===== src/rtl/bdc_pkg.sv =====
// Shared constants and types for the motor-controller SPI register front end.
package bdc_pkg;

   // Command byte field positions
   localparam int RW_BIT     = 7;
   localparam int ADDR_MSB   = 6;
   localparam int ADDR_LSB   = 3;

   // SCLK rising edges per transaction: command byte + data byte
   localparam int FRAME_BITS = 16;

   // Register-file address map
   localparam logic [3:0] PWM0  = 4'h0;
   localparam logic [3:0] CFG   = 4'h2;
   localparam logic [3:0] PWM1  = 4'h4;
   localparam logic [3:0] PWM2  = 4'h8;
   localparam logic [3:0] HWCFG = 4'hd;
   localparam logic [3:0] WDDIV = 4'he;
   localparam logic [3:0] WDCTL = 4'hf;

   // Deframer states
   typedef enum logic [1:0] {
      IDLE = 2'd0,
      CMD  = 2'd1,
      DATA = 2'd2
   } state_t;

endpackage


===== src/rtl/spi_regif_if.sv =====
// Register-file port between the SPI deframer (master) and the register file (slave).
interface spi_regif_if;

   logic [3:0] regaddr;
   logic [7:0] wrdata;
   logic       wrstb;
   logic       rdstb;
   logic [7:0] rddata;

   modport master (
      output regaddr,
      output wrdata,
      output wrstb,
      output rdstb,
      input  rddata
   );

   modport slave (
      input  regaddr,
      input  wrdata,
      input  wrstb,
      input  rdstb,
      output rddata
   );

endinterface


===== src/rtl/spi_sync.sv =====
// Pin synchronizer with edge pulses. Edges are suppressed until the whole
// chain plus the edge register hold real pin samples, so a pin that is
// already high when reset releases does not look like a rising edge.
module spi_sync #(
   parameter int STAGES = 2
) (
   input  logic clk,
   input  logic resetn,
   input  logic pin,
   output logic level,
   output logic rise,
   output logic fall
);

   logic [STAGES-1:0] sync;
   logic              prev;
   logic [STAGES:0]   primed;

   // Synchronizer chain, edge register and post-reset priming shifter
   // NOTE: non-blocking (<=) so every flop samples the pre-edge value of its
   // neighbour; blocking here would collapse the chain into a single flop.
   always_ff @(posedge clk or negedge resetn) begin
      if (!resetn) begin
         sync   <= '0;
         prev   <= 1'b0;
         primed <= '0;
      end else begin
         sync[0] <= pin;
         for (int i = 1; i < STAGES; i++) begin
            sync[i] <= sync[i-1];
         end
         prev   <= sync[STAGES-1];
         primed <= {primed[STAGES-1:0], 1'b1};
      end
   end

   assign level = sync[STAGES-1];
   assign rise  = primed[STAGES] &  level & ~prev;
   assign fall  = primed[STAGES] & ~level &  prev;

endmodule


===== src/rtl/spi_regif.sv =====
// SPI slave front end: deframes 16-bit command+data transactions from the
// oversampled SPI pins and drives the register-file port; returns read data
// on miso during the data byte.
module spi_regif
   import bdc_pkg::*;
#(
   parameter int FRAME_BITS  = bdc_pkg::FRAME_BITS,
   parameter int SYNC_STAGES = 2
) (
   input  logic             clk,
   input  logic             resetn,
   input  logic             sclk,
   input  logic             ss,
   input  logic             mosi,
   output logic             miso,
   output logic             misooe,
   output logic             frmerr,
   spi_regif_if.master      bus
);

   localparam int CNT_W = $clog2(FRAME_BITS);
   localparam logic [CNT_W-1:0] CMD_LAST   = CNT_W'(FRAME_BITS/2 - 1);
   localparam logic [CNT_W-1:0] FRAME_LAST = CNT_W'(FRAME_BITS - 1);

   logic sclk_rise, sclk_fall, sclk_level_unused;
   logic ss_rise, ss_fall, ss_level_unused;
   logic mosi_level, mosi_rise_unused, mosi_fall_unused;

   spi_sync #(.STAGES(SYNC_STAGES)) u_sync_sclk (
      .clk    (clk),
      .resetn (resetn),
      .pin    (sclk),
      .level  (sclk_level_unused),
      .rise   (sclk_rise),
      .fall   (sclk_fall)
   );

   spi_sync #(.STAGES(SYNC_STAGES)) u_sync_ss (
      .clk    (clk),
      .resetn (resetn),
      .pin    (ss),
      .level  (ss_level_unused),
      .rise   (ss_rise),
      .fall   (ss_fall)
   );

   spi_sync #(.STAGES(SYNC_STAGES)) u_sync_mosi (
      .clk    (clk),
      .resetn (resetn),
      .pin    (mosi),
      .level  (mosi_level),
      .rise   (mosi_rise_unused),
      .fall   (mosi_fall_unused)
   );

   state_t           state;
   logic [CNT_W-1:0] cnt;
   logic [7:0]       rx_sh;
   logic [7:0]       tx_sh;
   logic             rd_flag;
   logic [3:0]       regaddr;
   logic [7:0]       wrdata;
   logic             wrstb;
   logic             rdstb;
   logic [7:0]       rx_next;

   // Shifter contents after taking in the current mosi bit, LSB in
   assign rx_next = {rx_sh[6:0], mosi_level};

   // Deframer FSM: bit counter, shifters, register-port strobes and miso
   always_ff @(posedge clk or negedge resetn) begin
      if (!resetn) begin
         state   <= IDLE;
         cnt     <= '0;
         rx_sh   <= '0;
         tx_sh   <= '0;
         rd_flag <= 1'b0;
         regaddr <= '0;
         wrdata  <= '0;
         wrstb   <= 1'b0;
         rdstb   <= 1'b0;
         frmerr  <= 1'b0;
         miso    <= 1'b0;
         misooe  <= 1'b0;
      end else begin
         wrstb  <= 1'b0;
         rdstb  <= 1'b0;
         frmerr <= 1'b0;
         if (ss_fall) begin
            // A nonzero count means the master quit mid-frame
            frmerr <= (cnt != '0);
            state  <= IDLE;
            cnt    <= '0;
            rx_sh  <= '0;
            miso   <= 1'b0;
            misooe <= 1'b0;
         end else begin
            case (state)
               IDLE: begin
                  if (ss_rise) state <= CMD;
               end
               CMD, DATA: begin
                  if (sclk_rise) begin
                     rx_sh <= rx_next;
                     if (cnt == FRAME_LAST) begin
                        cnt    <= '0;
                        state  <= CMD;
                        miso   <= 1'b0;
                        misooe <= 1'b0;
                        if (!rd_flag) begin
                           wrdata <= rx_next;
                           wrstb  <= 1'b1;
                        end
                     end else begin
                        cnt <= cnt + 1'b1;
                        if (cnt == CMD_LAST) begin
                           state   <= DATA;
                           regaddr <= rx_next[ADDR_MSB:ADDR_LSB];
                           rd_flag <= rx_next[RW_BIT];
                           rdstb   <= rx_next[RW_BIT];
                        end
                     end
                  end else if (sclk_fall && state == DATA && rd_flag) begin
                     miso   <= tx_sh[7];
                     tx_sh  <= {tx_sh[6:0], 1'b0};
                     misooe <= 1'b1;
                  end else if (rdstb) begin
                     // Register file answers the cycle after the strobe
                     tx_sh <= bus.rddata;
                  end
               end
               default: state <= IDLE;
            endcase
         end
      end
   end

   assign bus.regaddr = regaddr;
   assign bus.wrdata  = wrdata;
   assign bus.wrstb   = wrstb;
   assign bus.rdstb   = rdstb;

endmodule

===== src/flat_wrapper.sv =====
// flat-port wrapper written by rule: the top's interface ports become plain ports
module spi_regif_flat import bdc_pkg::*;
#(
   parameter int FRAME_BITS  = bdc_pkg::FRAME_BITS,
   parameter int SYNC_STAGES = 2
)
  (clk, resetn, sclk, ss, mosi, miso, misooe, frmerr, bus_regaddr, bus_wrdata, bus_wrstb, bus_rdstb, bus_rddata);
  spi_regif_if bus_i ();
  input  logic clk;
  input  logic resetn;
  input  logic sclk;
  input  logic ss;
  input  logic mosi;
  output logic miso;
  output logic misooe;
  output logic frmerr;
  output wire logic [$bits(bus_i.regaddr)-1:0] bus_regaddr;
  output wire logic [$bits(bus_i.wrdata)-1:0] bus_wrdata;
  output wire logic [$bits(bus_i.wrstb)-1:0] bus_wrstb;
  output wire logic [$bits(bus_i.rdstb)-1:0] bus_rdstb;
  input wire logic [$bits(bus_i.rddata)-1:0] bus_rddata;
  assign bus_regaddr = bus_i.regaddr;
  assign bus_wrdata = bus_i.wrdata;
  assign bus_wrstb = bus_i.wrstb;
  assign bus_rdstb = bus_i.rdstb;
  assign bus_i.rddata = bus_rddata;
  spi_regif #(.FRAME_BITS(FRAME_BITS), .SYNC_STAGES(SYNC_STAGES)) u_core (.clk(clk), .resetn(resetn), .sclk(sclk), .ss(ss), .mosi(mosi), .miso(miso), .misooe(misooe), .frmerr(frmerr), .bus(bus_i));
endmodule

===== config.mk =====
export PLATFORM = sky130hd
export DESIGN_NAME = spi_regif_flat
export DESIGN_NICKNAME = d
export VERILOG_FILES = /design/src/rtl/bdc_pkg.sv /design/src/rtl/spi_regif_if.sv /design/src/rtl/spi_sync.sv /design/src/rtl/spi_regif.sv /design/src/flat_wrapper.sv
export SDC_FILE = /design/constraint.sdc
export NUM_CORES = 1
export LEC_CHECK = 0
export CORE_ASPECT_RATIO = 0.9
export CORE_UTILIZATION = 30
export CTS_CLUSTER_SIZE = 8
export DETAILED_ROUTE_END_ITERATION = 6
export PLACE_DENSITY = 0.52
export SYNTH_ARGS = -nofsm -noshare
export SYNTH_HDL_FRONTEND = slang
export SYNTH_SLANG_ARGS = --single-unit
export TNS_END_PERCENT = 20

===== constraint.sdc =====
create_clock -name clk -period 2 [get_ports clk]
set_input_delay 0.4 -clock clk [delete_from_list [all_inputs] [get_ports clk]]
set_output_delay 0.4 -clock clk [all_outputs]
set_load 0.02 [all_outputs]

# ---- After elaboration in Yosys (flattened, before gate mapping)
# Index checks and enable logic that the tools add are counted.
dict set report totals {
  out_inout_bits 17
  elab_cells 94
  ff_bits 53
  in_bits 13
}
dict set report op_classes {
  bitwise 16
  n_eq_ne 8
  reduce_logical 15
  addsub 1
  muxes 35
}
# operator n
set op_table {}
lappend op_table {{$mux W7} 3}
lappend op_table {{$mux W1} 20}
lappend op_table {{$mux W4} 4}
lappend op_table {{$mux W8} 2}
lappend op_table {{$mux W2} 5}
lappend op_table {{$reduce_and A5 Y1} 2}
lappend op_table {{$and A1 B1 Y1} 8}
lappend op_table {{$not A1 Y1} 8}
lappend op_table {{$ne A3 B1 Y1 const B} 2}
lappend op_table {{$reduce_and A3 Y1} 2}
lappend op_table {{$reduce_bool A2 Y1} 3}
lappend op_table {{$add A4 B1 Y4 const B} 1}
lappend op_table {{$eq A4 B3 Y1 const B} 1}
lappend op_table {{$eq A4 B4 Y1 const B} 1}
lappend op_table {{$ne A4 B1 Y1 const B} 1}
lappend op_table {{$pmux W2 S2} 1}
lappend op_table {{$reduce_and A4 Y1} 1}
lappend op_table {{$reduce_bool A4 Y1} 1}
lappend op_table {{$ne A3 B3 Y1 const B} 1}
lappend op_table {{$reduce_bool A3 Y1} 1}
lappend op_table {{$eq A2 B1 Y1 const B} 1}
lappend op_table {{$eq A2 B2 Y1 const B} 1}
lappend op_table {{$logic_and A1 B1 Y1} 2}
lappend op_table {{$logic_not A2 Y1} 1}
lappend op_table {{2 further kinds} 2}

# ---- Depth between registers and ports, before layout
dict set report logic_depth {
  ltp_word 9
  depth_mapped 8
  mapped_depth_nobuf 6
}

# ---- Cells and area by module
# A second synthesis with hierarchy kept.
dict set report hier_totals {
  cells_unflattened 194
  hier_area_um2 2372.3
}
# mod cells_each seq_area_each_um2 area_per_inst_um2 n_inst
set by_module_without_submodules {}
lappend by_module_without_submodules {spi_regif 167 975.9 1858.0 1}
lappend by_module_without_submodules {spi_sync 9 150.1 171.4 3}

# ---- Least setup slack after synthesis
# Ideal clock, no wire load.
dict set report synth_timing {
  kind {reg2reg}
  from {register u_core.state[1]}
  to {register u_core.wrdata[0] (netlist: u_core.bus.wrdata[0])}
  setup_slack_ns -0.158
  path_buffers 2
  period_less_slack_ns 2.158
  setup_ns 0.125
  stages_incl_launch_ff 9
  required_ns 1.875
  arrival_ns 2.033
  path_cell_list {dfrtp_1 inv_1 ha_1 buf_4 inv_2 or3_4 or3_1 buf_6 mux2_4}
}
dict set report synth_between {
  elab_chain_len 3
  elab_cells_between_ends 4
  classes_between {eq/ne: 2; reduce/logical: 2}
}
# item line_no
set synth_lines {}
lappend synth_lines {{start: declaration} spi_regif.sv:56} ;# state_t state;
lappend synth_lines {{start signal: assignment} spi_regif.sv:73} ;# state <= IDLE;
lappend synth_lines {{start signal: assignment} spi_regif.sv:92} ;# state <= IDLE;
lappend synth_lines {{start signal: assignment} spi_regif.sv:100} ;# if (ss_rise) state <= CMD;
lappend synth_lines {{$eq A2 B1 Y1 / $eq A2 B2 Y1 (equally long branches)} spi_regif.sv:98} ;# case (state)
lappend synth_lines {{$reduce_or A2 Y1 (*)} spi_regif.sv:98}
lappend synth_lines {{$reduce_and A5 Y1 (no source line) (*)} n/a}
lappend synth_lines {{end signal: assignment} spi_regif.sv:111} ;# wrdata <= rx_next;
lappend synth_lines {{end: declaration} spi_regif.sv:62} ;# logic [7:0] wrdata;
# Mark *: on every way between the ends. The rest lies on a longest branch, timed or not.
# A chain may end at the register's enable or synchronous reset.

# ---- Worst setup path in the final report
dict set report layout_timing {
  from {register u_core.state[0]}
  to {register u_core.wrdata[6] (netlist: u_core.bus.wrdata[6])}
}
# The elaborated chain is that of the path after synthesis.

==> flow_summary.json <==
{
  "rows": 28,
  "fin_cells": 290,
  "crit_chain": "inv_2, ha_4, inv_4, or3_4, or3_4, buf_6, mux2_4",
  "syn_to_final_growth_pct": 27.1,
  "peakVddDrop_uv": 376,
  "dp.cells": 281,
  "drv_cap": 0,
  "synth_top_area_share": 0.581,
  "grt_max_degree": 51,
  "grt_use_total": 0.128,
  "dr.pass1.iters": 4,
  "required_ns": 2.19,
  "cp_common_cell": "or3_4",
  "avgSynthCellArea_um2": 13.7,
  "synth_edf_count": 0,
  "clock-sinks": 50,
  "hold_viol": 0,
  "violations": "negative setup slack",
  "fin_crit_ns": 2.02,
  "synth_cell_types": 41,
  "synth_ff_type": "dfrtp_1",
  "antennaDiodeCount": 0,
  "hold_class": "input port to async pin",
  "clk_pin_slew_ns": 0.09,
  "wl_per_cell_um": 14.8,
  "cts_root_buf": "clkbuf_8",
  "async_reset_ff_frac": 1.00,
  "cts_buffers": 5,
  "antenna_found_initial": 0,
  "cts_max_level": 2,
  "die_x_um": 91.3,
  "cts_tree": "done",
  "ys_top_cells_by_area": "dfrtp_1 (58%), mux2_4 (9.1%), mux2_2 (7.3%)",
  "worstSetupStartpointType": "flop",
  "grt_pass1_wl_um": 7380,
  "path_delay_family": "simple AND/OR/NAND/NOR gates",
  "leakage_uw": 0.00131,
  "slew_headroom": 0.579,
  "final_common_cell": "dfrtp_1",
  "critPathSlowestCell": "dfrtp_1",
  "port_buffers": 29,
  "vias": 1361,
  "ys_warn_count": 0,
  "die_area_um2": 7520,
  "period_share": 1.01,
  "end_kind": "flop",
  "crit_fanout": 5,
  "rsz0062_at_grt": "yes",
  "wl_um": 4280,
  "ys_seq_area_frac": 0.581,
  "grt_pass1_vias": 1502,
  "clk_path_buf_depth": 2,
  "slew_violations": 0,
  "whs_ns": 0.180,
  "grt-ovfl-total": 0,
  "drc_errors": 0,
  "nNetsFinal": 217,
  "crit_type": "flop to flop",
  "viasPerCell": 4.69,
  "final_cell_mix": "dfrtp_1 (50), clkdlybuf4s50_1 (28), mux2_2 (14), mux2_4 (13), buf_4 (10)",
  "cts_hold_buf": 0,
  "yosysTopAreaCell": "dfrtp_1",
  "timing.final.ws_setup_ns": -0.0244,
  "gp_congestion": 0.770,
  "tightestPinTransition_ns": 0.632,
  "ios": 30,
  "crit_buf_inv": 3,
  "finalSetupViolCount": 8,
  "max_stage_delay_ns": 0.38,
  "place_ws_ns": -0.119,
  "antenna_left": 0,
  "coreArea_um2": 6760,
  "hpwl_um": 2850,
  "start_util": 0.318,
  "finalClockSkew_ns": 0.00437,
  "syn_area_um2": 2150,
  "syn_nets": 175,
  "post_cts_buffers": 0,
  "syn_inst": 157,
  "drt_iter0_drc": 71,
  "drive_gt1_frac": 0.280,
  "status": "finished, violations left",
  "power_density_nw_per_um2": 851,
  "fmax_ghz": 0.494,
  "report.power.total_uw": 2330,
  "cp.arrival_ns": 2.22,
  "ys_seq_elements": 50,
  "dieHeight_um": 82.4,
  "clk_latency_ns": 0.30
}
routing by layer:
| layer | share of wire | track usage |
|---|---|---|
| met5 | 0 | 0 |
| met4 | 0.012 | 0.0476 |
| met3 | 0.039 | 0.0275 |
| met2 | 0.47 | 0.216 |
| met1 | 0.48 | 0.164 |
kinds of logic (layout without fill, tap and decap cells):
group                    count (synthesis)  after routing  share of synthesized area
AO/OA/AOI/OAI                           26             26                     0.0924
adder cells (fa/ha/maj)                  5              5                     0.0291
buffers and inverters                   14             57                     0.0337
flip-flops                              50             50                      0.581
multiplexers                            27             27                      0.164
other                                    1              1                    0.00174
AND/OR/NAND/NOR                         34             34                     0.0982
cell type report:
class / count / area [µm²]
fill: 659 / 4020
tap: 90 / 113
multi-input combinational: 93 / 852
inverter: 8 / 32.5
timing repair buffer: 41 / 383
clock inverter: 1 / 30.0
sequential: 50 / 1250
clock buffer: 7 / 76.3
power breakdown:
group	total (µW)	switching, µW	internal, µW	leakage (µW)
Sequential	1140	61.0	1080	0.000663
Clock	702	327	375	0.0000524
Combinational	490	249	242	0.000590
synth_stat cells, types with 4 or more instances:
| cell | n |
|---|---|
| dfrtp_1 | 50 |
| mux2_2 | 14 |
| mux2_4 | 13 |
| a22o_1 | 8 |
| inv_1 | 7 |
| nand2_1 | 6 |
| ha_1 | 5 |
| nor2_1 | 4 |
stage by stage:
step	cell area, µm²	util	TNS, ns
finish	2740	0.405	-0.117
global route	2740	0.405	-0.402
CTS	2740	0.405	-0.106
detailed placement	2590	0.384	-1.06
floorplan	2160	-	-1.15
global placement	2590	0.384	-0.853
worst paths after layout:
kind                                               to  cells past startpoint  slack [ns]                        from
max in group asynchronous                 u_core.miso                      2        1.38                      resetn
hold / removal                          u_core.cnt[2]                      2        0.18                      resetn
setup reg to reg                 u_core.bus.wrdata[6]                      7       -0.02             u_core.state[0]
setup / recovery                 u_core.bus.wrdata[6]                      7       -0.02             u_core.state[0]
min in group clk           u_core.u_sync_mosi.sync[1]                      0        0.35  u_core.u_sync_mosi.sync[0]
hold reg to reg            u_core.u_sync_mosi.sync[1]                      0        0.35  u_core.u_sync_mosi.sync[0]
sequential cells by signal, indices dropped and copies added, names as in the netlist:
| register | flops |
|---|---|
| u_core.bus.wrstb | 1 |
| u_core.rx_sh | 7 |
| u_core.u_sync_mosi.sync | 2 |
| u_core.bus.rdstb | 1 |
| u_core.cnt | 4 |
| u_core.tx_sh | 8 |
| u_core.frmerr | 1 |
| u_core.u_sync_sclk.prev | 1 |
| u_core.u_sync_sclk.sync | 2 |
| u_core.bus.wrdata | 8 |
| u_core.misooe | 1 |
| u_core.rd_flag | 1 |
| u_core.state | 2 |
| u_core.miso | 1 |
| u_core.u_sync_sclk.primed | 3 |
| u_core.u_sync_ss.prev | 1 |
| u_core.bus.regaddr | 4 |
| u_core.u_sync_ss.sync | 2 |
timing repair:
action | 4_1_cts | 5_1_grt
hold endpoints to repair | 0 | 0
cloned | 1 | 0
resized for setup | 8 | 0
setup endpoints to repair | 13 | 8
Power figures use the tool's default switching activity.
